`config.mk`:
```
export PLATFORM = sky130hd
export DESIGN_NAME = alu_exec_unit
export DESIGN_NICKNAME = d
export VERILOG_FILES = /design/src/rtl/alu_exec_unit.sv
export SDC_FILE = /design/constraint.sdc
export NUM_CORES = 1
export LEC_CHECK = 0
export ABC_CLOCK_PERIOD_IN_PS = 4500
export CELL_PAD_IN_SITES_DETAIL_PLACEMENT = 0
export CELL_PAD_IN_SITES_GLOBAL_PLACEMENT = 2
export CORE_MARGIN = 8
export CORE_UTILIZATION = 37
export DETAILED_ROUTE_END_ITERATION = 10
export PLACE_DENSITY_LB_ADDON = 0.2
export SETUP_SLACK_MARGIN = 0.5
export SLEW_MARGIN = 15
export SYNTH_ARGS = -nofsm -noshare
export SYNTH_HDL_FRONTEND = slang
export SYNTH_SLANG_ARGS = --single-unit
export TNS_END_PERCENT = 10
```
`constraint.sdc`:
```
create_clock -name i_clock -period 4.5 [get_ports i_clock]
set_clock_uncertainty 0.2 [all_clocks]
set_input_delay 0.9 -clock i_clock [delete_from_list [all_inputs] [get_ports i_clock]]
set_output_delay 0.9 -clock i_clock [all_outputs]
set_load 0.02 [all_outputs]
```
`src/rtl/alu_exec_unit.sv`:
```
// Single-issue ALU execution stage with valid/ready handshakes on both sides.
// Define ALU_ITER_SHIFT_EN to make shifts iterative (one bit per cycle); otherwise a barrel shifter is used.
//
// state | meaning
// IDLE  | no result held, ready for a new operation
// EXEC  | iterative shift in progress (ALU_ITER_SHIFT_EN builds only)
// OUT   | result presented and held until downstream accepts it
module alu_exec_unit #(
    parameter int NB_DATA  = 32,
    parameter int SIZEOP   = 6,
    parameter int NB_SHAMT = 5
) (
    input  logic                i_clock,
    input  logic                i_reset,
    input  logic                i_valid,
    output logic                o_ready,
    input  logic [1:0]          i_aluop,
    input  logic [SIZEOP-1:0]   i_opcode,
    input  logic [SIZEOP-1:0]   i_funct,
    input  logic [NB_DATA-1:0]  i_a,
    input  logic [NB_DATA-1:0]  i_b,
    input  logic [NB_SHAMT-1:0] i_shamt,
    output logic                o_valid,
    input  logic                i_ready,
    output logic [NB_DATA-1:0]  o_result,
    output logic                o_zero,
    output logic                o_invalid
);

    localparam logic [SIZEOP-1:0] F_SLL  = SIZEOP'(6'b000000);
    localparam logic [SIZEOP-1:0] F_SRL  = SIZEOP'(6'b000010);
    localparam logic [SIZEOP-1:0] F_SRA  = SIZEOP'(6'b000011);
    localparam logic [SIZEOP-1:0] F_SLLV = SIZEOP'(6'b000100);
    localparam logic [SIZEOP-1:0] F_SRLV = SIZEOP'(6'b000110);
    localparam logic [SIZEOP-1:0] F_SRAV = SIZEOP'(6'b000111);
    localparam logic [SIZEOP-1:0] F_ADDU = SIZEOP'(6'b100001);
    localparam logic [SIZEOP-1:0] F_SUBU = SIZEOP'(6'b100011);
    localparam logic [SIZEOP-1:0] F_AND  = SIZEOP'(6'b100100);
    localparam logic [SIZEOP-1:0] F_OR   = SIZEOP'(6'b100101);
    localparam logic [SIZEOP-1:0] F_XOR  = SIZEOP'(6'b100110);
    localparam logic [SIZEOP-1:0] F_NOR  = SIZEOP'(6'b100111);
    localparam logic [SIZEOP-1:0] F_SLT  = SIZEOP'(6'b101010);
    localparam logic [SIZEOP-1:0] O_ADDI = SIZEOP'(6'b001000);
    localparam logic [SIZEOP-1:0] O_SLTI = SIZEOP'(6'b001010);
    localparam logic [SIZEOP-1:0] O_ANDI = SIZEOP'(6'b001100);
    localparam logic [SIZEOP-1:0] O_ORI  = SIZEOP'(6'b001101);
    localparam logic [SIZEOP-1:0] O_XORI = SIZEOP'(6'b001110);
    localparam logic [SIZEOP-1:0] O_LUI  = SIZEOP'(6'b001111);

    typedef enum logic [1:0] {
        IDLE = 2'd0,
`ifdef ALU_ITER_SHIFT_EN
        EXEC = 2'd2,
`endif
        OUT  = 2'd1
    } state_t;

    typedef enum logic [1:0] {SH_LL, SH_RL, SH_RA} shkind_t;

    state_t               state_q, state_d;
    logic [NB_DATA-1:0]   result_q, result_d;
    logic                 invalid_q, invalid_d;
    logic [NB_DATA-1:0]   alu_res;
    logic                 alu_inv;
    logic                 is_shift;
    logic [NB_SHAMT-1:0]  sh_amt;
    shkind_t              sh_kind;
    logic                 accept;

`ifdef ALU_ITER_SHIFT_EN
    logic [NB_SHAMT-1:0]  cnt_q, cnt_d;
    shkind_t              kind_q, kind_d;
    logic [NB_DATA-1:0]   step;
`endif

    assign o_ready   = ~i_reset & ((state_q == IDLE) | ((state_q == OUT) & i_ready));
    assign accept    = i_valid & o_ready;
    assign o_valid   = (state_q == OUT);
    assign o_result  = result_q;
    assign o_zero    = ~|result_q;
    assign o_invalid = invalid_q;

    always_comb begin
        alu_res  = '0;
        alu_inv  = 1'b0;
        is_shift = 1'b0;
        sh_amt   = i_shamt;
        sh_kind  = SH_LL;
        case (i_aluop)
            2'b00: alu_res = i_a + i_b;
            2'b01: alu_res = i_a - i_b;
            2'b10: begin
                case (i_funct)
                    F_SLL:  begin is_shift = 1'b1; sh_kind = SH_LL; end
                    F_SRL:  begin is_shift = 1'b1; sh_kind = SH_RL; end
                    F_SRA:  begin is_shift = 1'b1; sh_kind = SH_RA; end
                    F_SLLV: begin is_shift = 1'b1; sh_kind = SH_LL; sh_amt = i_a[NB_SHAMT-1:0]; end
                    F_SRLV: begin is_shift = 1'b1; sh_kind = SH_RL; sh_amt = i_a[NB_SHAMT-1:0]; end
                    F_SRAV: begin is_shift = 1'b1; sh_kind = SH_RA; sh_amt = i_a[NB_SHAMT-1:0]; end
                    F_ADDU: alu_res = i_a + i_b;
                    F_SUBU: alu_res = i_a - i_b;
                    F_AND:  alu_res = i_a & i_b;
                    F_OR:   alu_res = i_a | i_b;
                    F_XOR:  alu_res = i_a ^ i_b;
                    F_NOR:  alu_res = ~(i_a | i_b);
                    F_SLT:  alu_res = {{(NB_DATA-1){1'b0}}, ($signed(i_a) < $signed(i_b))};
                    default: alu_inv = 1'b1;
                endcase
            end
            default: begin
                case (i_opcode)
                    O_ADDI: alu_res = i_a + i_b;
                    O_ANDI: alu_res = i_a & i_b;
                    O_ORI:  alu_res = i_a | i_b;
                    O_XORI: alu_res = i_a ^ i_b;
                    O_SLTI: alu_res = {{(NB_DATA-1){1'b0}}, ($signed(i_a) < $signed(i_b))};
                    O_LUI:  alu_res = {i_b[NB_DATA/2-1:0], {(NB_DATA/2){1'b0}}};
                    default: alu_inv = 1'b1;
                endcase
            end
        endcase
        if (is_shift) begin
`ifdef ALU_ITER_SHIFT_EN
            // Operand is loaded unshifted; EXEC walks it one bit per cycle (s=0 finishes here)
            alu_res = i_b;
`else
            case (sh_kind)
                SH_LL:   alu_res = i_b << sh_amt;
                SH_RL:   alu_res = i_b >> sh_amt;
                default: alu_res = $signed(i_b) >>> sh_amt;
            endcase
`endif
        end
    end

`ifdef ALU_ITER_SHIFT_EN
    always_comb begin
        case (kind_q)
            SH_LL:   step = {result_q[NB_DATA-2:0], 1'b0};
            SH_RL:   step = {1'b0, result_q[NB_DATA-1:1]};
            default: step = {result_q[NB_DATA-1], result_q[NB_DATA-1:1]};
        endcase
    end
`endif

    always_comb begin
        state_d   = state_q;
        result_d  = result_q;
        invalid_d = invalid_q;
`ifdef ALU_ITER_SHIFT_EN
        cnt_d     = cnt_q;
        kind_d    = kind_q;
`endif
        case (state_q)
            IDLE, OUT: begin
                if (accept) begin
                    result_d  = alu_res;
                    invalid_d = alu_inv;
                    state_d   = OUT;
`ifdef ALU_ITER_SHIFT_EN
                    if (is_shift && (sh_amt != '0)) begin
                        cnt_d   = sh_amt;
                        kind_d  = sh_kind;
                        state_d = EXEC;
                    end
`endif
                end else if ((state_q == OUT) && i_ready) begin
                    state_d = IDLE;
                end
            end
`ifdef ALU_ITER_SHIFT_EN
            EXEC: begin
                result_d = step;
                cnt_d    = cnt_q - 1'b1;
                if (cnt_q == NB_SHAMT'(1)) state_d = OUT;
            end
`endif
            default: state_d = IDLE;
        endcase
    end

    always_ff @(posedge i_clock or posedge i_reset) begin
        if (i_reset) begin
            state_q   <= IDLE;
            result_q  <= '0;
            invalid_q <= 1'b0;
`ifdef ALU_ITER_SHIFT_EN
            cnt_q     <= '0;
            kind_q    <= SH_LL;
`endif
        end else begin
            state_q   <= state_d;
            result_q  <= result_d;
            invalid_q <= invalid_d;
`ifdef ALU_ITER_SHIFT_EN
            cnt_q     <= cnt_d;
            kind_q    <= kind_d;
`endif
        end
    end

endmodule

```
==> flow_summary.yaml, run 1 <==
setup_path:
  end_kind: "flip-flop"
  arrival_ns: 4.04
  cpMaxStageDelayCell: "mux4_2"
  reg2regPathDepth: 9
  worstPathRequired_ns: 4.51
  crit_path_start_kind: "input pin"
  max_stage_delay_ns: 0.50
  crit_fanout: 5
  worstReg2RegStart: "state_q[0]"
  critical_path_class: "input pin to flip-flop"
  r2r_end: "o_result[30]"
  r2r_slack_ns: 1.67
  crit_chain: "dlygate4sd2_1 -> nand4bb_4 -> buf_12 -> buf_4 -> nor4_4 -> buf_6 -> nor2_4 -> buf_12 -> mux4_2 -> o211ai_1 -> a2111oi_1 -> buf_4 -> a311o_1 -> a31oi_1"
layout:
  num-fill-cells: 3504
  final_nets: 2574
  drive_above_1_share_pct: 32.2
  fin_area_mm2: 0.0198
  syn2layout_area_growth_pct: 48.2
  multi_input_area_mm2: 0.0123
  fin_util_pct: 55.6
  register_area_um2: 851
  diodes: 0
yosys:
  synth.top_cell.area_share_pct: 9.00
  syn_inst: 1898
  syn-num-nets: 2083
  synth_edf_count: 0
  syn_area_mm2: 0.0133
  async_reset_ff_share_pct: 100
  yosysSeqAreaShare_pct: 6.37
  synth.avg_cell_area_um2: 7.03
  synthTopCellsByArea: "ha_1 (9.0%), mux2i_1 (8.2%), a21oi_1 (6.5%), dfrtp_1 (6.4%), mux4_2 (5.1%)"
  ys_seq_elements: 34
  ys.flop_type: "dfrtp_1"
  post-synth-top-area-cell: "ha_1"
  ys_types: 94
  synth-warning-count: 0
sta:
  period_minus_slack_ns: 4.03
  worstMarginPinSlew_ns: 0.857
  maxSlewHeadroom_pct: 42.7
  max_freq_ghz: 0.248
  fin_tns_setup_ns: 0
  finalHoldViolations: 0
  rsz0062_at_grt: "yes"
  setup_viol_count_final: 0
  min_period_over_period_pct: 89.5
  fin_hold_ws_ns: 0.317
  slew_violations: 0
global_route:
  grt_pass1_wl_um: 118000
  grt_overflow_total: 0
  grt_pass1_vias: 17400
  grt.total_usage_pct: 37.3
  grt_max_degree: 78
  antenna_found_initial: 7
pwr:
  powerDensity_mw_per_mm2: 179
  p_leak_nw: 8.33
  total_power_mw: 3.54
  ir_drop_mv: 0.152
floorplan:
  ios: 123
  fp.dieW_um: 206
  die_area_mm2: 0.0424
  start_util_pct: 37.5
  core_area_mm2: 0.0356
  fp.dieH_um: 206
  row_count: 69
clock_network:
  hold_buffers: 0
  clk_pin_slew_ns: 0.07
  cts_htree_levels: 2
  clockRootBuffer: "clkbuf_16"
  clockBufferDepth: 2
  clock_sinks: 34
  cts_tree: "done"
  clock_latency_ns: 0.29
  cts_buffers: 5
routing:
  dr.pass1.iters: 5
  routedWlPerCell_um: 29.3
  drt-initial-drc-count: 2036
  drt-total-wl_um: 83600
  drc: 0
  vias: 18700
  viasPerCell: 6.55
  ant_nets: 0
worst_hold_path:
  min_to: "state_q[0]"
  hold_start: "state_q[0]"
  min_path_type: "flip-flop to flip-flop"
  hold_depth: 1
placed_design:
  hpwl_um: 67700
  post_dp_cell_area_mm2: 0.0183
  port_buffers: 122
  gp_routability_congestion: 1.07
outcome:
  status: "finished clean"
job:
  cap_viol_max_count: 0
-- cells in the mapped netlist, drive strengths merged, types with 13 or more instances --
library cell,number
a2111oi,13
a211oi,54
a21o,24
a21oi,174
a221oi,19
a22oi,15
a311oi,13
a31oi,36
buf,69
clkbuf,86
dfrtp,34
ha,96
inv,115
mux2,14
mux2i,109
mux4,31
nand2,138
nand2b,23
nand3,61
nor2,171
nor2b,14
nor3,46
nor4,26
o211ai,32
o21a,15
o21ai,125
o21bai,14
o221ai,24
o22ai,45
o31ai,19
xnor2,64
-- registers in the layout, indices dropped and copies added (netlist names) --
signal     flops
o_invalid      1
o_result      32
state_q        1
-- worst max-delay path by stage --
stage                    to  slack, ns  startpoint
2_1_floorplan  o_result[17]       0.58      i_a[2]
3_3_place_gp   o_result[26]      -0.49      i_a[0]
3_5_place_dp   o_result[26]      -0.43      i_a[0]
4_1_cts        o_result[21]       0.43      i_b[2]
5_1_grt        o_result[19]       0.41  i_funct[2]
6_report       o_result[28]       0.47  i_aluop[1]
-- layer usage --
layer  up-vias  global-route usage (%)  wire (um)
li1       8204                       -          -
met1      8966                    48.0      32800
met2      1223                    56.4      35300
met3       287                    8.84       9180
met4         8                    20.9       6260
met5         -                       0         53
-- cell type report --
type                    instances  area share, %
clock inverters                 2         0.0633
well taps                     461           2.92
inverters                     116           2.24
repair buffers                639           27.4
flip-flops and latches         34           4.30
multi-input cells            1593           62.4
clock buffers                   6          0.702
-- cells in the final DEF, fill, tap and decap left out, types with 14 or more instances in the layout --
cell type	instances
buf_4	474
nor2_1	160
a21oi_1	155
nand2_1	134
o21ai_0	107
inv_1	104
mux2i_1	99
clkdlybuf4s50_1	97
ha_1	74
xnor2_1	64
nand3_1	58
o22ai_1	44
nor3_1	41
a211oi_1	40
dfrtp_1	34
o211ai_1	32
a31oi_1	31
mux4_2	30
a21o_1	24
nand2b_1	23
buf_6	23
nor4_1	22
o221ai_1	19
a21oi_2	18
buf_12	18
o21a_1	15
dlygate4sd2_1	15
o31ai_1	14
nor2b_1	14
-- metrics by stage --
| step | cells | setup slack (ns) |
|---|---|---|
| 2_1_floorplan | 1898 | 0.577 |
| 3_3_place_gp | 2806 | -0.486 |
| 3_5_place_dp | 2806 | -0.430 |
| 4_1_cts | 2825 | 0.432 |
| 5_1_grt | 2851 | 0.408 |
| 6_report | 2851 | 0.471 |
-- critical path, delay by kind of cell --
family / cells / cell delay [ns]
simple gates: 3 / 0.53
buf+inv: 6 / 1.08
compound gates: 4 / 1.01
mux: 1 / 0.50
-- cells by family (layout without fill, tap and decap cells) --
logic type               count (synthesis)  in the layout  share of synthesized area (%)
AND/OR/NAND/NOR                        556            556                           20.5
adder cells (fa/ha/maj)                 98             98                           9.30
XOR/XNOR                                64             64                           4.20
flip-flops                              34             34                           6.37
buffers and inverters                  271            763                           8.39
multiplexers                           154            154                           14.6
AO/OA/AOI/OAI                          721            721                           36.7
-- power breakdown --
part	internal [mW]	total, mW	switching (mW)
Combinational	1.19	2.69	1.51
Sequential	0.370	0.469	0.0985
Clock	0.220	0.376	0.156
Total	1.78	3.54	1.76
-- repair_timing --
action | in CTS | in global routing
pin swaps | 28 | 64
setup buffers | 11 | 26
gates resized for setup | 103 | 147
endpoints found under the setup margin | 31 | 32
Power figures use the tool's default switching activity.
==> run 2: changes to the inputs <==
--- a/config.mk
+++ b/config.mk
@@ -5,7 +5,7 @@
 export SDC_FILE = /design/constraint.sdc
 export NUM_CORES = 1
 export LEC_CHECK = 0
-export ABC_CLOCK_PERIOD_IN_PS = 4500
+export ABC_CLOCK_PERIOD_IN_PS = 4700
 export CELL_PAD_IN_SITES_DETAIL_PLACEMENT = 0
 export CELL_PAD_IN_SITES_GLOBAL_PLACEMENT = 2
 export CORE_MARGIN = 8
==> constraint.sdc (replaced) <==
create_clock -name i_clock -period 4.7 [get_ports i_clock]
set_clock_uncertainty 0.2 [all_clocks]
set_input_delay 0.94 -clock i_clock [delete_from_list [all_inputs] [get_ports i_clock]]
set_output_delay 0.94 -clock i_clock [all_outputs]
set_load 0.02 [all_outputs]
==> run 2 against run 1 <==
Effect of this change: via count shrank 2.6%; worst hold slack better by 0.019 ns; combinational power is 11% lower; first-iteration DRC count is 6.0% higher; die area unchanged; utilization decreased by 4.4 points; non-clock buffer count shrank 141; final cell count fell by 4.8%; setup slack got worse by 0.0098 ns; wire length decreased by 1.5%; flip-flop and latch count unchanged; clock power increased by 21%; critical endpoint is now o_result[11]; largest cell class unchanged.
==> flow_summary.yaml, run 2 (same netlist as run 1, synthesis figures left out) <==
floorplan:
  fp.dieW_um: 206
  die_area_mm2: 0.0424
  fp.dieH_um: 206
  start_util_pct: 37.5
  ios: 123
  row_count: 69
  core_area_mm2: 0.0356
layout:
  fin_area_mm2: 0.0182
  drive_above_1_share_pct: 25.0
  final_nets: 2434
  final_common_cell: "buf_4"
  final_cell_mix: "buf_4 (360), a21oi_1 (168), nor2_1 (161)"
  largest_reg_flops: 32
  syn2layout_area_growth_pct: 36.5
global_route:
  grt_max_degree: 77
  grt.total_usage_pct: 37.0
  grt_pass1_wl_um: 117000
  grt_overflow_total: 0
  grt_pass1_vias: 17100
  antenna_found_initial: 6
routing:
  drt-initial-drc-count: 2158
  route.met2.wl_um: 35100
  top_layer: "met5"
  dr.pass1.iters: 6
  drt-total-wl_um: 82300
  met3RoutedLength_um: 8600
  routedWlPerCell_um: 30.3
  viasPerCell: 6.71
  drc: 0
  ant_nets: 0
  m1WireLength_um: 32600
  vias: 18200
pwr:
  comb_power_share_pct: 72.7
  power_frac_clock_pct: 13.8
  ir_drop_mv: 0.176
  p_sw_mw: 1.62
  p_int_mw: 1.66
  switching_share_pct: 49.4
  total_power_mw: 3.28
  powerDensity_mw_per_mm2: 180
  p_leak_nw: 7.62
  pwr-share-seq_pct: 13.4
clock_network:
  clockBufferDepth: 2
  cts_tree: "done"
  cts_buffers: 5
  clock_sinks: 34
  clock_latency_ns: 0.29
  clk_pin_slew_ns: 0.06
  cts_htree_levels: 2
  clockRootBuffer: "clkbuf_16"
sta:
  fin_hold_ws_ns: 0.336
  maxSlewHeadroom_pct: 28.6
  slew_violations: 0
  rsz0062_at_grt: "yes"
  min_period_over_period_pct: 90.2
  worstMarginPinSlew_ns: 1.06
  finalHoldViolations: 0
  max_freq_ghz: 0.236
  period_minus_slack_ns: 4.24
  fin_ws_ns: 0.461
  setup_viol_count_final: 0
setup_path:
  arrival_ns: 4.22
  end_kind: "flip-flop"
  cpMaxStageDelayCell: "clkdlybuf4s50_1"
  worstPathRequired_ns: 4.68
  crit_path_start_kind: "input pin"
  crit_chain: "clkdlybuf4s50_1 -> inv_1 -> buf_4 -> ha_1 -> nand2b_1 -> a221oi_2 -> a211oi_1 -> buf_4 -> o21ai_0 -> o21ai_0 -> a21oi_1 -> buf_4 -> o221ai_2 -> buf_4 -> o221a_2"
  path_common_cell: "buf_4"
  max_stage_delay_ns: 0.50
  critical_path_class: "input pin to flip-flop"
  crit_fanout: 5
placed_design:
  hpwl_um: 66600
  port_buffers: 122
  gp_routability_congestion: 1.10
  post_dp_cell_area_mm2: 0.0173
  dp_slack_ns: -0.363
worst_hold_path:
  min_path_type: "flip-flop to flip-flop"
outcome:
  status: "finished clean"
job:
  cap_viol_max_count: 0
run 2: cell types whose count changed in the layout (fill, tap and decap cells not counted), sizes merged:
cell           before  now
and4bb              1    2
buf               521  379
bufinv              0    2
clkdlybuf4s50      97  103
clkinvlp            3    0
diode               0    2
dlygate4sd2        15    3
dlymetal6s2s        6   12
inv               113  115
run 2: worst paths after layout:
path,slack (ns),cells past startpoint,end,start
min in group asynchronous,0.91,3,state_q[0],i_reset
setup reg to reg,1.67,9,o_result[0],state_q[0]
max in group asynchronous,3.01,3,o_result[1],i_reset
setup / recovery,0.46,15,o_result[11],i_b[4]
hold reg to reg,0.34,1,state_q[0],state_q[0]
hold / removal,0.34,1,state_q[0],state_q[0]
run 2: power by group through the flow:
stage               sequential, mW  clock (mW)  combinational (mW)
floorplan                    0.480           0                1.13
global placement             0.438           0                2.21
detailed placement           0.440           0                2.22
CTS                          0.435       0.455                2.26
global route                 0.445       0.469                2.50
finish                       0.440       0.454                2.39
run 2: critical path, delay by kind of cell:
family | cells | cell delay (ns)
compound gates | 7 | 1.49
fa+ha+maj | 1 | 0.27
buf+inv | 6 | 1.28
simple gates | 1 | 0.22
run 2: cell type report:
type | count | area, um2
fill | 3576 | 17400
multi-input combinational | 1594 | 12000
timing repair buffer | 498 | 4200
sequential | 34 | 851
tap | 461 | 577
inverter | 116 | 435
clock buffer | 5 | 125
clock inverter | 3 | 68.8
antenna | 2 | 5.00
run 2: what timing repair did:
item | in CTS | in global routing
hold buffers | 0 | 0
gates cloned | 1 | 0
resized for setup | 53 | 87
pin swaps | 17 | 23
buffers inserted | 5 | 10
setup endpoints to repair | 26 | 29
run 2: stage by stage:
step | utilization, % | std cells | setup TNS [ns]
floorplan | - | 1898 | 0
global placement | 48.7 | 2687 | -2.17
detailed placement | 48.7 | 2687 | -2.45
CTS | 49.9 | 2701 | 0
global route | 51.2 | 2712 | 0
finish | 51.2 | 2713 | 0
run 2: metal layers:
| metal | global-route usage, % | up-vias |
|---|---|---|
| met5 | 0 | - |
| met4 | 21.8 | 4 |
| met3 | 7.84 | 264 |
| met2 | 55.9 | 1199 |
| met1 | 47.9 | 8798 |
| li1 | - | 7933 |
